File: config.mk
export PLATFORM = sky130hd
export DESIGN_NAME = pipe_latch_gen_flat
export DESIGN_NICKNAME = d
export VERILOG_FILES = /design/src/rtl/pipe_latch_gen_pkg.sv /design/src/rtl/pipe_latch_gen_if.sv /design/src/rtl/pipe_slot.sv /design/src/rtl/pipe_latch_gen.sv /design/src/flat_wrapper.sv
export SDC_FILE = /design/constraint.sdc
export NUM_CORES = 1
export LEC_CHECK = 0
export BUFFER_PORTS_ARGS = -buffer_cell sky130_fd_sc_hd__buf_2
export CELL_PAD_IN_SITES_DETAIL_PLACEMENT = 0
export CELL_PAD_IN_SITES_GLOBAL_PLACEMENT = 1
export CORE_MARGIN = 2
export CORE_UTILIZATION = 29
export CTS_CLUSTER_SIZE = 8
export DETAILED_ROUTE_END_ITERATION = 10
export GPL_TIMING_DRIVEN = 0
export PLACE_DENSITY = 0.73
export SLEW_MARGIN = 30
export SYNTH_ARGS = -nofsm -noshare
export SYNTH_HDL_FRONTEND = slang
export SYNTH_SLANG_ARGS = --single-unit
File: constraint.sdc
create_clock -name CLK -period 1.01 [get_ports CLK]
set_input_delay 0.1515 -clock CLK [delete_from_list [all_inputs] [get_ports CLK]]
set_output_delay 0.1515 -clock CLK [all_outputs]
set_load 0.005 [all_outputs]
File: src/rtl/pipe_latch_gen_pkg.sv
// pipe_latch_gen_pkg
// Shared pipeline types: per-stage record typedefs, their NOP constants,
// counter width and the occupancy-width helper used by the latch and its
// interface.
package pipe_latch_gen_pkg;

    // ID/EX stage record; the latch WIDTH defaults to $bits of this record.
    typedef struct packed {
        logic [6:0] opcode;
        logic [4:0] rd;
        logic [4:0] rs1;
        logic [4:0] rs2;
        logic [9:0] imm;
    } id_ex_rec_t;

    localparam int         REC_W     = $bits(id_ex_rec_t);
    localparam id_ex_rec_t ID_EX_NOP = '0;
    localparam int         CNT_W     = 32;

    // Bits needed to count 0..depth valid slots.
    function automatic int occ_width(input int depth);
        return $clog2(depth + 1);
    endfunction

endpackage

File: src/rtl/pipe_latch_gen_if.sv
// pipe_latch_gen_if
// Bundles the upstream record, hazard-unit controls and latch status.
//   master : upstream stage / hazard unit (drives in_data, in_valid, stall,
//            bubble, flush; observes out_*, busy, occupancy, counters)
//   slave  : the pipeline latch
// PIPE_PERF_CNT_EN adds the stall_cnt / kill_cnt status signals.
interface pipe_latch_gen_if
    import pipe_latch_gen_pkg::*;
#(
    parameter int WIDTH = REC_W,
    parameter int DEPTH = 1
) ();
    localparam int OCC_W = occ_width(DEPTH);

    logic [WIDTH-1:0] in_data;
    logic             in_valid;
    logic             stall;
    logic             bubble;
    logic [DEPTH-1:0] flush;
    logic [WIDTH-1:0] out_data;
    logic             out_valid;
    logic             busy;
    logic [OCC_W-1:0] occupancy;
`ifdef PIPE_PERF_CNT_EN
    logic [CNT_W-1:0] stall_cnt;
    logic [CNT_W-1:0] kill_cnt;
`endif

    modport master (
        output in_data, in_valid, stall, bubble, flush,
`ifdef PIPE_PERF_CNT_EN
        input  stall_cnt, kill_cnt,
`endif
        input  out_data, out_valid, busy, occupancy
    );

    modport slave (
        input  in_data, in_valid, stall, bubble, flush,
`ifdef PIPE_PERF_CNT_EN
        output stall_cnt, kill_cnt,
`endif
        output out_data, out_valid, busy, occupancy
    );

endinterface

File: src/rtl/pipe_slot.sv
// pipe_slot
// One data+valid register of the pipeline latch.
// Next-state priority: flush > stall (hold) > bubble (first slot only) > load.
//   clk, rst      : clock, asynchronous active-high reset
//   flush_i       : kill this slot (wins over stall)
//   stall_i       : hold this slot
//   bubble_i      : load NOP (honoured only when FIRST=1)
//   src_data_i/src_valid_i : upstream record
//   data_o/valid_o         : slot contents
module pipe_slot #(
    parameter int               WIDTH   = 32,
    parameter logic [WIDTH-1:0] NOP_VAL = '0,
    parameter bit               FIRST   = 1'b0
) (
    input  logic             clk,
    input  logic             rst,
    input  logic             flush_i,
    input  logic             stall_i,
    input  logic             bubble_i,
    input  logic [WIDTH-1:0] src_data_i,
    input  logic             src_valid_i,
    output logic [WIDTH-1:0] data_o,
    output logic             valid_o
);
    logic [WIDTH-1:0] data_q, data_d;
    logic             valid_q, valid_d;

    always_comb begin
        data_d  = data_q;
        valid_d = valid_q;
        if (flush_i) begin
            data_d  = NOP_VAL;
            valid_d = 1'b0;
        end else if (!stall_i) begin
            if (FIRST && bubble_i) begin
                data_d  = NOP_VAL;
                valid_d = 1'b0;
            end else begin
                data_d  = src_data_i;
                valid_d = src_valid_i;
            end
        end
    end

    always_ff @(posedge clk or posedge rst) begin
        if (rst) begin
            data_q  <= NOP_VAL;
            valid_q <= 1'b0;
        end else begin
            data_q  <= data_d;
            valid_q <= valid_d;
        end
    end

    assign data_o  = data_q;
    assign valid_o = valid_q;

endmodule

File: src/rtl/pipe_latch_gen.sv
// pipe_latch_gen
// Parametrised inter-stage pipeline latch: DEPTH chained pipe_slot registers
// carrying a WIDTH-bit stage record with per-slot valid.
//   CLK  : rising-edge clock
//   RST  : asynchronous active-high reset
//   pipe : pipe_latch_gen_if.slave (in_data/in_valid, stall, bubble,
//          flush[DEPTH], out_data/out_valid, busy, occupancy)
// Optional macro PIPE_PERF_CNT_EN adds saturating stall_cnt / kill_cnt.
module pipe_latch_gen
    import pipe_latch_gen_pkg::*;
#(
    parameter int               WIDTH   = REC_W,
    parameter int               DEPTH   = 1,
    parameter logic [WIDTH-1:0] NOP_VAL = '0
) (
    input  logic             CLK,
    input  logic             RST,
    pipe_latch_gen_if.slave  pipe
);
    localparam int OCC_W = occ_width(DEPTH);

    logic [WIDTH-1:0] slot_data [DEPTH];
    logic [DEPTH-1:0] slot_valid;
    logic [OCC_W-1:0] occ;

    genvar g;
    for (g = 0; g < DEPTH; g++) begin : g_slot
        logic [WIDTH-1:0] src_data;
        logic             src_valid;

        if (g == 0) begin : g_head
            assign src_data  = pipe.in_data;
            assign src_valid = pipe.in_valid;
        end else begin : g_tail
            assign src_data  = slot_data[g-1];
            assign src_valid = slot_valid[g-1];
        end

        pipe_slot #(
            .WIDTH   (WIDTH),
            .NOP_VAL (NOP_VAL),
            .FIRST   (g == 0)
        ) u_slot (
            .clk         (CLK),
            .rst         (RST),
            .flush_i     (pipe.flush[g]),
            .stall_i     (pipe.stall),
            .bubble_i    (pipe.bubble),
            .src_data_i  (src_data),
            .src_valid_i (src_valid),
            .data_o      (slot_data[g]),
            .valid_o     (slot_valid[g])
        );
    end

    always_comb begin
        occ = '0;
        for (int unsigned i = 0; i < DEPTH; i++) begin
            occ = occ + OCC_W'(slot_valid[i]);
        end
    end

    assign pipe.out_data  = slot_data[DEPTH-1];
    assign pipe.out_valid = slot_valid[DEPTH-1];
    assign pipe.busy      = |slot_valid;
    assign pipe.occupancy = occ;

`ifdef PIPE_PERF_CNT_EN
    logic [CNT_W-1:0] stall_cnt_q, stall_cnt_d;
    logic [CNT_W-1:0] kill_cnt_q, kill_cnt_d;
    logic [OCC_W-1:0] kills;
    logic [CNT_W:0]   kill_sum;

    // Kills count slots that held valid work when their flush bit was set;
    // the extra sum bit detects overflow so the counter sticks at all-ones.
    always_comb begin
        kills = '0;
        for (int unsigned i = 0; i < DEPTH; i++) begin
            kills = kills + OCC_W'(pipe.flush[i] & slot_valid[i]);
        end
        stall_cnt_d = stall_cnt_q;
        if (pipe.stall && (stall_cnt_q != '1)) begin
            stall_cnt_d = stall_cnt_q + 1'b1;
        end
        kill_sum   = {1'b0, kill_cnt_q} + (CNT_W+1)'(kills);
        kill_cnt_d = kill_sum[CNT_W] ? '1 : kill_sum[CNT_W-1:0];
    end

    always_ff @(posedge CLK or posedge RST) begin
        if (RST) begin
            stall_cnt_q <= '0;
            kill_cnt_q  <= '0;
        end else begin
            stall_cnt_q <= stall_cnt_d;
            kill_cnt_q  <= kill_cnt_d;
        end
    end

    assign pipe.stall_cnt = stall_cnt_q;
    assign pipe.kill_cnt  = kill_cnt_q;
`endif

endmodule

File: src/flat_wrapper.sv
// flat-port wrapper written by rule: the top's interface ports become plain ports
module pipe_latch_gen_flat import pipe_latch_gen_pkg::*;
#(
    parameter int               WIDTH   = REC_W,
    parameter int               DEPTH   = 1,
    parameter logic [WIDTH-1:0] NOP_VAL = '0
)
  (CLK, RST, pipe_in_data, pipe_in_valid, pipe_stall, pipe_bubble, pipe_flush, pipe_out_data, pipe_out_valid, pipe_busy, pipe_occupancy);
  pipe_latch_gen_if #(.WIDTH(WIDTH), .DEPTH(DEPTH)) pipe_i ();
  input  logic CLK;
  input  logic RST;
  input wire logic [$bits(pipe_i.in_data)-1:0] pipe_in_data;
  input wire logic [$bits(pipe_i.in_valid)-1:0] pipe_in_valid;
  input wire logic [$bits(pipe_i.stall)-1:0] pipe_stall;
  input wire logic [$bits(pipe_i.bubble)-1:0] pipe_bubble;
  input wire logic [$bits(pipe_i.flush)-1:0] pipe_flush;
  output wire logic [$bits(pipe_i.out_data)-1:0] pipe_out_data;
  output wire logic [$bits(pipe_i.out_valid)-1:0] pipe_out_valid;
  output wire logic [$bits(pipe_i.busy)-1:0] pipe_busy;
  output wire logic [$bits(pipe_i.occupancy)-1:0] pipe_occupancy;
  assign pipe_i.in_data = pipe_in_data;
  assign pipe_i.in_valid = pipe_in_valid;
  assign pipe_i.stall = pipe_stall;
  assign pipe_i.bubble = pipe_bubble;
  assign pipe_i.flush = pipe_flush;
  assign pipe_out_data = pipe_i.out_data;
  assign pipe_out_valid = pipe_i.out_valid;
  assign pipe_busy = pipe_i.busy;
  assign pipe_occupancy = pipe_i.occupancy;
  pipe_latch_gen #(.WIDTH(WIDTH), .DEPTH(DEPTH), .NOP_VAL(NOP_VAL)) u_core (.CLK(CLK), .RST(RST), .pipe(pipe_i));
endmodule
==> key figures, run 1 <==
Route
  – Final WL: ~3700 microns
  – DRT iter0 DRCs: 75
  – Vias/cell: 4.77
  – Drt wl/cell: 14.9 microns
  – Number of routed nets with antenna violations: 0
  – Drt pass-1 iters: 4
  – DRC viols: 0
  – DR vias: roughly 1200

Setup path
  – WP data arrival: around 0.93 ns
  – CP Class: reg -> out
  – Max Fanout on Critical Path: 4
  – Startpoint types: register
  – WP data required: about 0.86 ns
  – Crit-path cells: buf_4 > buf_6
  – Crit-path slowest cell: dfrtp_1
  – R2R depth: 2
  – CP max stage delay: ~0.40 ns
  – Crit. End Element: output port

Yosys
  – Synth Cell Area: around 0.0014 sq mm
  – Synth Area per Inst: ~14 sq um
  – Yosys reg bits: 33
  – Mapped Nets: 141
  – Count of different cell masters after synthesis: 12
  – Seq/Total Area, Yosys: between 50% and 60%
  – Gate Count Post-Synth: between 100 and 150
  – Yosys Warn Count: 0

Clock tree
  – CTS Sinks: 33
  – CTS buffer count: 5
  – Later-pin clock latency in the skew report: approximately 0.28 ns
  – Hold buffers post-CTS: 0
  – H-tree lvl count: 2
  – TritonCTS clock tree: done
  – Clock transition at the registers of the reported paths: around 0.07 ns
  – Root Driver: clkbuf_8
  – CTS Buffer Depth: 2

Floorplan
  – Initial Utilization: 30.0%
  – Num rows: 25
  – Top Ports: 73
  – Die Wd: ~74 microns
  – Core region area: between 0.004 and 0.005 sq mm
  – Die H: approximately 74 microns
  – Die footprint: about 0.0055 sq mm

Final layout
  – Total Nets Final: 221
  – Final core utilization: between 40% and 50%
  – ANT cells: 0
  – Fill cells: between 400 and 500
  – Final Non-Filler Cells: 251
  – Layout area overhead: 38.6%
  – Final instance area: approximately 0.0020 sq mm
  – Layout cell share with drive strength beyond 1: ~51%

Timing
  – RSZ-0062 raised after global routing: true
  – Final worst slack: -0.0669 ns
  – Setup violators final: 2
  – Maximum clock frequency: 929 MHz
  – Slew headroom: a little over half
  – Final min period: ~1.1 ns
  – Final slew viol count: 0
  – Final worst path period share: 107%
  – Worst hold margin: -0.0260 ns
  – Clock Skew: 0 ns
  – Hold Fails Final Rpt: 33
  – Worst Tran Pin Value: 0.694 ns

Placed design
  – Dpl cell area: about 0.0019 sq mm
  – Post-DP HPWL: about 2600 microns
  – Placer congestion estimate: 0.686
  – Placed Cells: 242
  – Port Buffers: 72
  – Worst slack, placed: -0.0492 ns

GRT
  – First-pass GRT wire length: about 5800 microns
  – Pin count of the biggest net entering global routing: 34
  – Grt ovf: 0
  – Overall Global Routing Usage: about 14%
  – Vias in the first global route: between 1000 and 1500
  – Initial antenna violation count: 0

Hold path
  – Class of the worst hold path: in -> async

Flow run
  – Max-Cap Viols: 0

Status
  – Violated checks: hold timing, setup timing
  – Status: finished with violations

Power
  – Pwr/cell area: between 1000 and 1500 mW/mm^2
  – VDD IR-drop max: 546 uV
  – Leak: 1.06 nW
==> cell usage in the layout, fill, tap and decap left out <==
| master | instances |
|---|---|
| a32o_1 | 33 |
| and2b_1 | 8 |
| buf_2 | 71 |
| buf_4 | 4 |
| buf_6 | 8 |
| clkbuf_1 | 4 |
| clkbuf_2 | 1 |
| clkbuf_8 | 5 |
| clkinv_2 | 2 |
| dfrtp_1 | 33 |
| inv_1 | 2 |
| inv_2 | 1 |
| nor2_1 | 1 |
| nor2_4 | 1 |
| nor2b_1 | 10 |
==> final timing paths <==
kind                                                    from                            endpoint  slack (ns)
hold / removal                                           RST     u_core.g_slot[0].u_slot.valid_o       -0.03
min in group CLK                            pipe_in_data[25]  u_core.g_slot[0].u_slot.data_o[25]        0.12
hold reg to reg            u_core.g_slot[0].u_slot.data_o[3]   u_core.g_slot[0].u_slot.data_o[3]        0.49
setup / recovery             u_core.g_slot[0].u_slot.valid_o                      pipe_occupancy       -0.07
setup reg to reg             u_core.g_slot[0].u_slot.valid_o     u_core.g_slot[0].u_slot.valid_o        0.16
max in group asynchronous                                RST  u_core.g_slot[0].u_slot.data_o[16]        0.58
==> cell usage after synthesis, drive strengths merged <==
cell type,count,area [sq um]
nor2,2,15.0
buf,10,95.1
nor2b,10,62.6
clkbuf,4,16.3
inv,3,11.3
dfrtp,33,826
and2b,8,60.1
a32o,33,330
==> power by group <==
part	total, mW	switching (mW)	internal (mW)
registers	1.39	0.0238	1.37
logic	0.357	0.177	0.179
clock network	0.954	0.477	0.477
==> worst max-delay path: cells and delay by family, from the launching register on <==
kind | cells | cell delay, ns
buffers and inverters | 2 | 0.24
DFF | 1 | 0.40
==> sequential cells by signal, summed over array words and instances, names as in the netlist <==
name,count
u_core.g_slot.u_slot.data_o,32
u_core.g_slot.u_slot.valid_o,1
==> metrics by stage <==
stage               setup TNS, ns  power (mW)
global route               -0.209        2.85
global placement           -12.61        1.77
CTS                        -0.151        2.75
detailed placement         -0.820        1.78
floorplan                       0        1.60
finish                     -0.131        2.71
==> cells by family (layout without fill, tap and decap cells) <==
logic type	after synthesis	in the layout	synth area share, %
AO/OA/AOI/OAI	33	33	23.3
buffers and inverters	17	98	8.66
flip-flops	33	33	58.3
AND/OR/NAND/NOR	20	20	9.72
==> final cells by class <==
cell class	instances	area, sq um	share of cell area (%)
repair buffers	73	380	19.4
clock inverters	2	10.0	0.510
plain buffers	14	111	5.67
flip-flops and latches	33	826	42.1
inverters	3	11.3	0.574
clock buffers	6	72.6	3.70
multi-input cells	53	468	23.8
well taps	67	83.8	4.27
==> per-layer routing <==
metal  vias up  part of all wire, %  global-route usage (%)
met5         -                    0                       0
li1        557                    -                       -
met2        42                   48                    21.3
met3         2                  6.1                    5.35
met1       597                   45                    18.6
met4         0                  1.1                    4.85
==> repair_timing <==
item,in CTS,in global routing
gates resized for setup,2,0
setup endpoints to repair,2,2
setup buffers,1,0
pin swaps,0,0
No activity file was read; power rests on OpenSTA's default activity.
==> inputs of run 2 (changes only) <==
--- a/config.mk
+++ b/config.mk
@@ -14,6 +14,7 @@
 export DETAILED_ROUTE_END_ITERATION = 10
 export GPL_TIMING_DRIVEN = 0
 export PLACE_DENSITY = 0.73
+export SKIP_CTS_REPAIR_TIMING = 1
 export SLEW_MARGIN = 30
 export SYNTH_ARGS = -nofsm -noshare
 export SYNTH_HDL_FRONTEND = slang
==> run 2 against run 1 <==
Compared with the run above:
- the flow still finishes with violations (hold timing, setup timing)
- setup slack about the same
- count of clock-buffer cells in the layout unchanged
- cell area unchanged
- first-iteration DRC count unchanged
- register-to-register slack about the same
- total power about the same
- sequential power about the same
- clock power about the same
- critical path type unchanged
- largest power group unchanged
==> key figures, run 2 (synthesis gave the netlist of run 1 again) <==
Floorplan
  – Die Wd: roughly 74 microns
  – Die footprint: ~0.0055 sq mm
  – Initial Utilization: roughly 30%
  – Core region area: ~0.0047 sq mm
  – Num rows: 25
  – Top Ports: 73
  – Die H: between 70 and 80 microns

Setup path
  – CP max stage delay: around 0.40 ns
  – Max Fanout on Critical Path: 4
  – Crit-path slowest cell: dfrtp_1
  – WP data required: 0.86 ns
  – Crit-path cells: buf_4 > buf_6
  – CP Class: reg -> out
  – Crit. End Element: output port
  – Cell family with most CP delay: flip-flops
  – Startpoint types: register
  – Critical path buffers and inverters: 2
  – WP data arrival: 0.93 ns

Final layout
  – Layout cell share with drive strength beyond 1: about 51%
  – Final core utilization: between 40% and 50%
  – Max reg flops: 32
  – ANT cells: 0
  – Total Nets Final: around 220
  – Layout area overhead: 38.6%
  – Most frequent cells in the layout: buf_2, a32o_1, dfrtp_1, nor2b_1
  – Commonest non-fill, non-tap cell in the layout: buf_2

GRT
  – Vias in the first global route: 1153
  – Overall Global Routing Usage: ~14%
  – Pin count of the biggest net entering global routing: 34
  – Grt ovf: 0
  – Initial antenna violation count: 0
  – First-pass GRT wire length: between 5000 and 6000 microns

Route
  – Drt wl/cell: ~15 microns
  – Drt pass-1 iters: 4
  – Vias/cell: 4.76
  – DR vias: roughly 1200
  – Final WL: 3730 microns
  – Number of routed nets with antenna violations: 0
  – DRT iter0 DRCs: 75
  – DRC viols: 0

Status
  – Status: finished with violations
  – Violated checks: hold timing, setup timing

Timing
  – Slew headroom: 53.8%
  – Final worst path period share: 107%
  – Maximum clock frequency: just over 900 MHz
  – Final slew viol count: 0
  – Setup violators final: 2
  – Worst hold margin: -0.0263 ns
  – Final worst slack: -0.0670 ns
  – RSZ-0062 raised after global routing: true
  – Hold Fails Final Rpt: 33
  – Worst Tran Pin Value: between 0.6 and 0.7 ns
  – Clock Skew: 0 ns
  – Final min period: 1.08 ns

Power
  – VDD IR-drop max: around 550 uV
  – Pwr/cell area: 1380 mW/mm^2
  – Tot Pwr: 2.70 mW
  – Leak: approximately 1.1 nW

Flow run
  – Max-Cap Viols: 0

Clock tree
  – CTS Sinks: 33
  – CTS buffer count: 5
  – CTS Buffer Depth: 2
  – Later-pin clock latency in the skew report: 0.28 ns
  – H-tree lvl count: 2
  – TritonCTS clock tree: done
  – Clock transition at the registers of the reported paths: around 0.070 ns
  – Root Driver: clkbuf_8

Placed design
  – Post-DP HPWL: 2590 microns
  – Placer congestion estimate: slightly below 0.7
  – Port Buffers: roughly 70

Hold path
  – Class of the worst hold path: in -> async
==> run 2: cell counts in the layout (fill, tap and decap cells not counted) <==
Identical to the previous run, type by type.
==> run 2: cell type report <==
| type | count | area (sq um) |
|---|---|---|
| multi-input combinational | 53 | 468 |
| inverter | 3 | 11.3 |
| timing repair buffer | 73 | 380 |
| clock buffer | 6 | 72.6 |
| tap | 67 | 83.8 |
| clock inverter | 2 | 10.0 |
| buffer | 14 | 111 |
| fill | 471 | 2760 |
| sequential | 33 | 826 |
==> run 2: layer usage <==
metal	vias to the layer above	share of wire, %	wire length [microns]	global-route usage (%)
met5	-	0	0	0
met1	592	45	1670	18.6
li1	558	-	-	-
met3	2	6.3	233	5.35
met2	42	48	1780	20.9
met4	0	1.1	40	4.85
==> run 2: per-stage QoR <==
stage | TNS, ns | instance area (sq um) | worst slack, ns | cells | hold slack (ns)
2_1_floorplan | 0 | 1420 | 0.139 | 103 | 0.280
3_3_place_gp | -12.61 | 1860 | -0.370 | 242 | 0.404
3_5_place_dp | -0.820 | 1860 | -0.0492 | 242 | 0.309
4_1_cts | -0.172 | 1940 | -0.0869 | 250 | 0.00696
5_1_grt | -0.203 | 1960 | -0.103 | 251 | 0.0401
6_report | -0.133 | 1960 | -0.0670 | 251 | -0.0263
==> run 2: report_power, final <==
part	internal [mW]	total, mW	switching (mW)
Sequential	1.37	1.39	0.0239
Clock	0.477	0.954	0.476
Combinational	0.179	0.356	0.177
==> run 2: final timing paths <==
path	from	to	slack, ns	cells after the start
worst max-delay path	u_core.g_slot[0].u_slot.valid_o	pipe_occupancy	-0.07	2
worst min-delay path	RST	u_core.g_slot[0].u_slot.valid_o	-0.03	2
worst max register to register	u_core.g_slot[0].u_slot.valid_o	u_core.g_slot[0].u_slot.valid_o	0.16	2
worst min register to register	u_core.g_slot[0].u_slot.data_o[3]	u_core.g_slot[0].u_slot.data_o[3]	0.49	1
max in group asynchronous	RST	u_core.g_slot[0].u_slot.data_o[16]	0.58	2
min in group CLK	pipe_in_data[25]	u_core.g_slot[0].u_slot.data_o[25]	0.12	2
==> run 2: worst register-to-register path: cells and delay by family, from the launching register on <==
family                 cells  cell delay, ns
buffers and inverters      1            0.14
AOI/OAI and AO/OA          1            0.20
DFF                        1            0.40
==> inputs of run 3 (changes only) <==
--- a/config.mk
+++ b/config.mk
@@ -5,15 +5,15 @@
 export SDC_FILE = /design/constraint.sdc
 export NUM_CORES = 1
 export LEC_CHECK = 0
-export BUFFER_PORTS_ARGS = -buffer_cell sky130_fd_sc_hd__buf_2
 export CELL_PAD_IN_SITES_DETAIL_PLACEMENT = 0
 export CELL_PAD_IN_SITES_GLOBAL_PLACEMENT = 1
 export CORE_MARGIN = 2
 export CORE_UTILIZATION = 29
 export CTS_CLUSTER_SIZE = 8
 export DETAILED_ROUTE_END_ITERATION = 10
+export DONT_BUFFER_PORTS = 1
 export GPL_TIMING_DRIVEN = 0
-export PLACE_DENSITY = 0.73
+export PLACE_DENSITY = 0.56
 export SKIP_CTS_REPAIR_TIMING = 1
 export SLEW_MARGIN = 30
 export SYNTH_ARGS = -nofsm -noshare
==> run 3 against run 2 <==
Compared with the run above:
- sequential share of layout area grew 9.3 points
- sequential power is essentially flat
- critical path type unchanged
- maximum frequency grew 9.2%
- highest routed layer unchanged
- the run ends with hold timing left
==> key figures, run 3 (synthesis gave the netlist of run 1 again) <==
Status
  – Status: finished with violations
  – Violated checks: hold timing

Timing
  – Slew headroom: approximately 54%
  – Worst hold margin: -0.140 ns
  – RSZ-0062 raised after global routing: true
  – Final worst path period share: about 98%
  – Sum Neg Setup Slack: 0 ns
  – Worst Tran Pin Value: between 0.6 and 0.7 ns
  – Final min period: just under 1 ns
  – Final slew viol count: 0
  – Maximum clock frequency: between 1000 and 1500 MHz
  – Setup violators final: 0
  – Clock Skew: 0 ns
  – Hold Fails Final Rpt: 33

Final layout
  – Total Nets Final: 148
  – Layout cell share with drive strength beyond 1: 19.8%
  – Most frequent cells in the layout: a32o_1, dfrtp_1, nor2b_1, buf_6, and2b_1
  – Final Non-Filler Cells: ~180
  – Max reg flops: 32
  – Layout area overhead: 13.7%
  – Commonest non-fill, non-tap cell in the layout: a32o_1
  – ANT cells: 0

Floorplan
  – Die Wd: about 74 microns
  – Num rows: 25
  – Core region area: about 0.0047 sq mm
  – Die footprint: 0.00546 sq mm
  – Top Ports: 73
  – Initial Utilization: approximately 30%
  – Die H: between 70 and 80 microns

Placed design
  – Placed Cells: 170
  – Post-DP HPWL: 2430 microns
  – Port Buffers: 0
  – Placer congestion estimate: roughly 0.65

Setup path
  – Crit. End Element: output port
  – WP data arrival: about 0.84 ns
  – Crit-path cells: buf_6
  – Cell family with most CP delay: flip-flops
  – WP data required: 0.86 ns
  – CP max stage delay: roughly 0.44 ns
  – Crit-path slowest cell: dfrtp_2
  – Max Fanout on Critical Path: 4
  – Startpoint types: register
  – Critical path buffers and inverters: 1
  – CP Class: reg -> out

Route
  – DR vias: roughly 940
  – Number of routed nets with antenna violations: 0
  – Drt wl/cell: 18.6 microns
  – Final WL: between 3000 and 4000 microns
  – DRC viols: 0
  – Drt pass-1 iters: 4
  – Vias/cell: roughly 5.3
  – DRT iter0 DRCs: 36

Clock tree
  – Clock transition at the registers of the reported paths: approximately 0.060 ns
  – CTS Buffer Depth: 2
  – Root Driver: clkbuf_8
  – CTS buffer count: 5
  – Later-pin clock latency in the skew report: around 0.27 ns
  – CTS Sinks: 33
  – H-tree lvl count: 2
  – TritonCTS clock tree: done

GRT
  – First-pass GRT wire length: 5030 microns
  – Pin count of the biggest net entering global routing: 34
  – Grt ovf: 0
  – Vias in the first global route: ~1000
  – Overall Global Routing Usage: between 10 and 15%
  – Initial antenna violation count: 0

Power
  – Flop pwr share: 52.7%
  – VDD IR-drop max: roughly 740 uV
  – Pwr/cell area: 1660 mW/mm^2
  – Net Sw Power: 0.598 mW
  – Tot Pwr: about 2.7 mW
  – Logic pwr share: 8.1%
  – P_int: around 2.1 mW
  – Clock Power Share: about 39%
  – Switching share of total power: 22.3%
  – Leak: ~0.73 nW

Hold path
  – Class of the worst hold path: in -> async

Flow run
  – Max-Cap Viols: 0
-- run 3: power groups by stage --
stage	Clock [mW]	Sequential, mW	Combinational [mW]
after floorplan	0	1.42	0.176
after global placement	0	1.43	0.211
after detailed placement	0	1.44	0.222
after CTS	1.10	1.41	0.223
after global routing	1.17	1.42	0.245
final	1.05	1.41	0.218
-- run 3: layout make-up --
class / instances / area [sq um]
Fill cell: 470 / 3110
Sequential cell: 33 / 827
Multi-Input combinational cell: 53 / 468
Buffer: 14 / 119
Clock buffer: 7 / 96.3
Tap cell: 67 / 83.8
Inverter: 3 / 11.3
Clock inverter: 1 / 5.00
-- run 3: path summary, 6_finish.rpt --
check | startpoint | end | slack [ns] | cells after the start
setup / recovery | u_core.g_slot[0].u_slot.valid_o | pipe_occupancy | 0.02 | 1
hold / removal | RST | u_core.g_slot[0].u_slot.data_o[9] | -0.14 | 1
setup reg to reg | u_core.g_slot[0].u_slot.data_o[20] | u_core.g_slot[0].u_slot.data_o[20] | 0.12 | 2
hold reg to reg | u_core.g_slot[0].u_slot.data_o[0] | u_core.g_slot[0].u_slot.data_o[0] | 0.52 | 1
max in group asynchronous | RST | u_core.g_slot[0].u_slot.valid_o | 0.67 | 1
min in group CLK | pipe_in_data[22] | u_core.g_slot[0].u_slot.data_o[22] | 0.04 | 1
-- run 3: layer usage --
| layer | track usage, % | part of all wire [%] |
|---|---|---|
| met1 | 12.5 | 35 |
| met2 | 21.9 | 50 |
| met3 | 7.41 | 13 |
| met4 | 4.65 | 1.4 |
| met5 | 0 | 0 |
-- run 3: metrics by stage --
| stage | utilization [%] | instance area [sq um] | setup slack [ns] | hold WS [ns] |
|---|---|---|---|---|
| global route | 34.1 | 1610 | -0.0170 | -0.0925 |
| floorplan | - | 1420 | 0.139 | 0.280 |
| global placement | 31.8 | 1500 | -0.156 | 0.322 |
| detailed placement | 31.8 | 1500 | 0.0344 | 0.183 |
| CTS | 33.9 | 1600 | -0.00279 | -0.123 |
| finish | 34.1 | 1610 | 0.0233 | -0.140 |
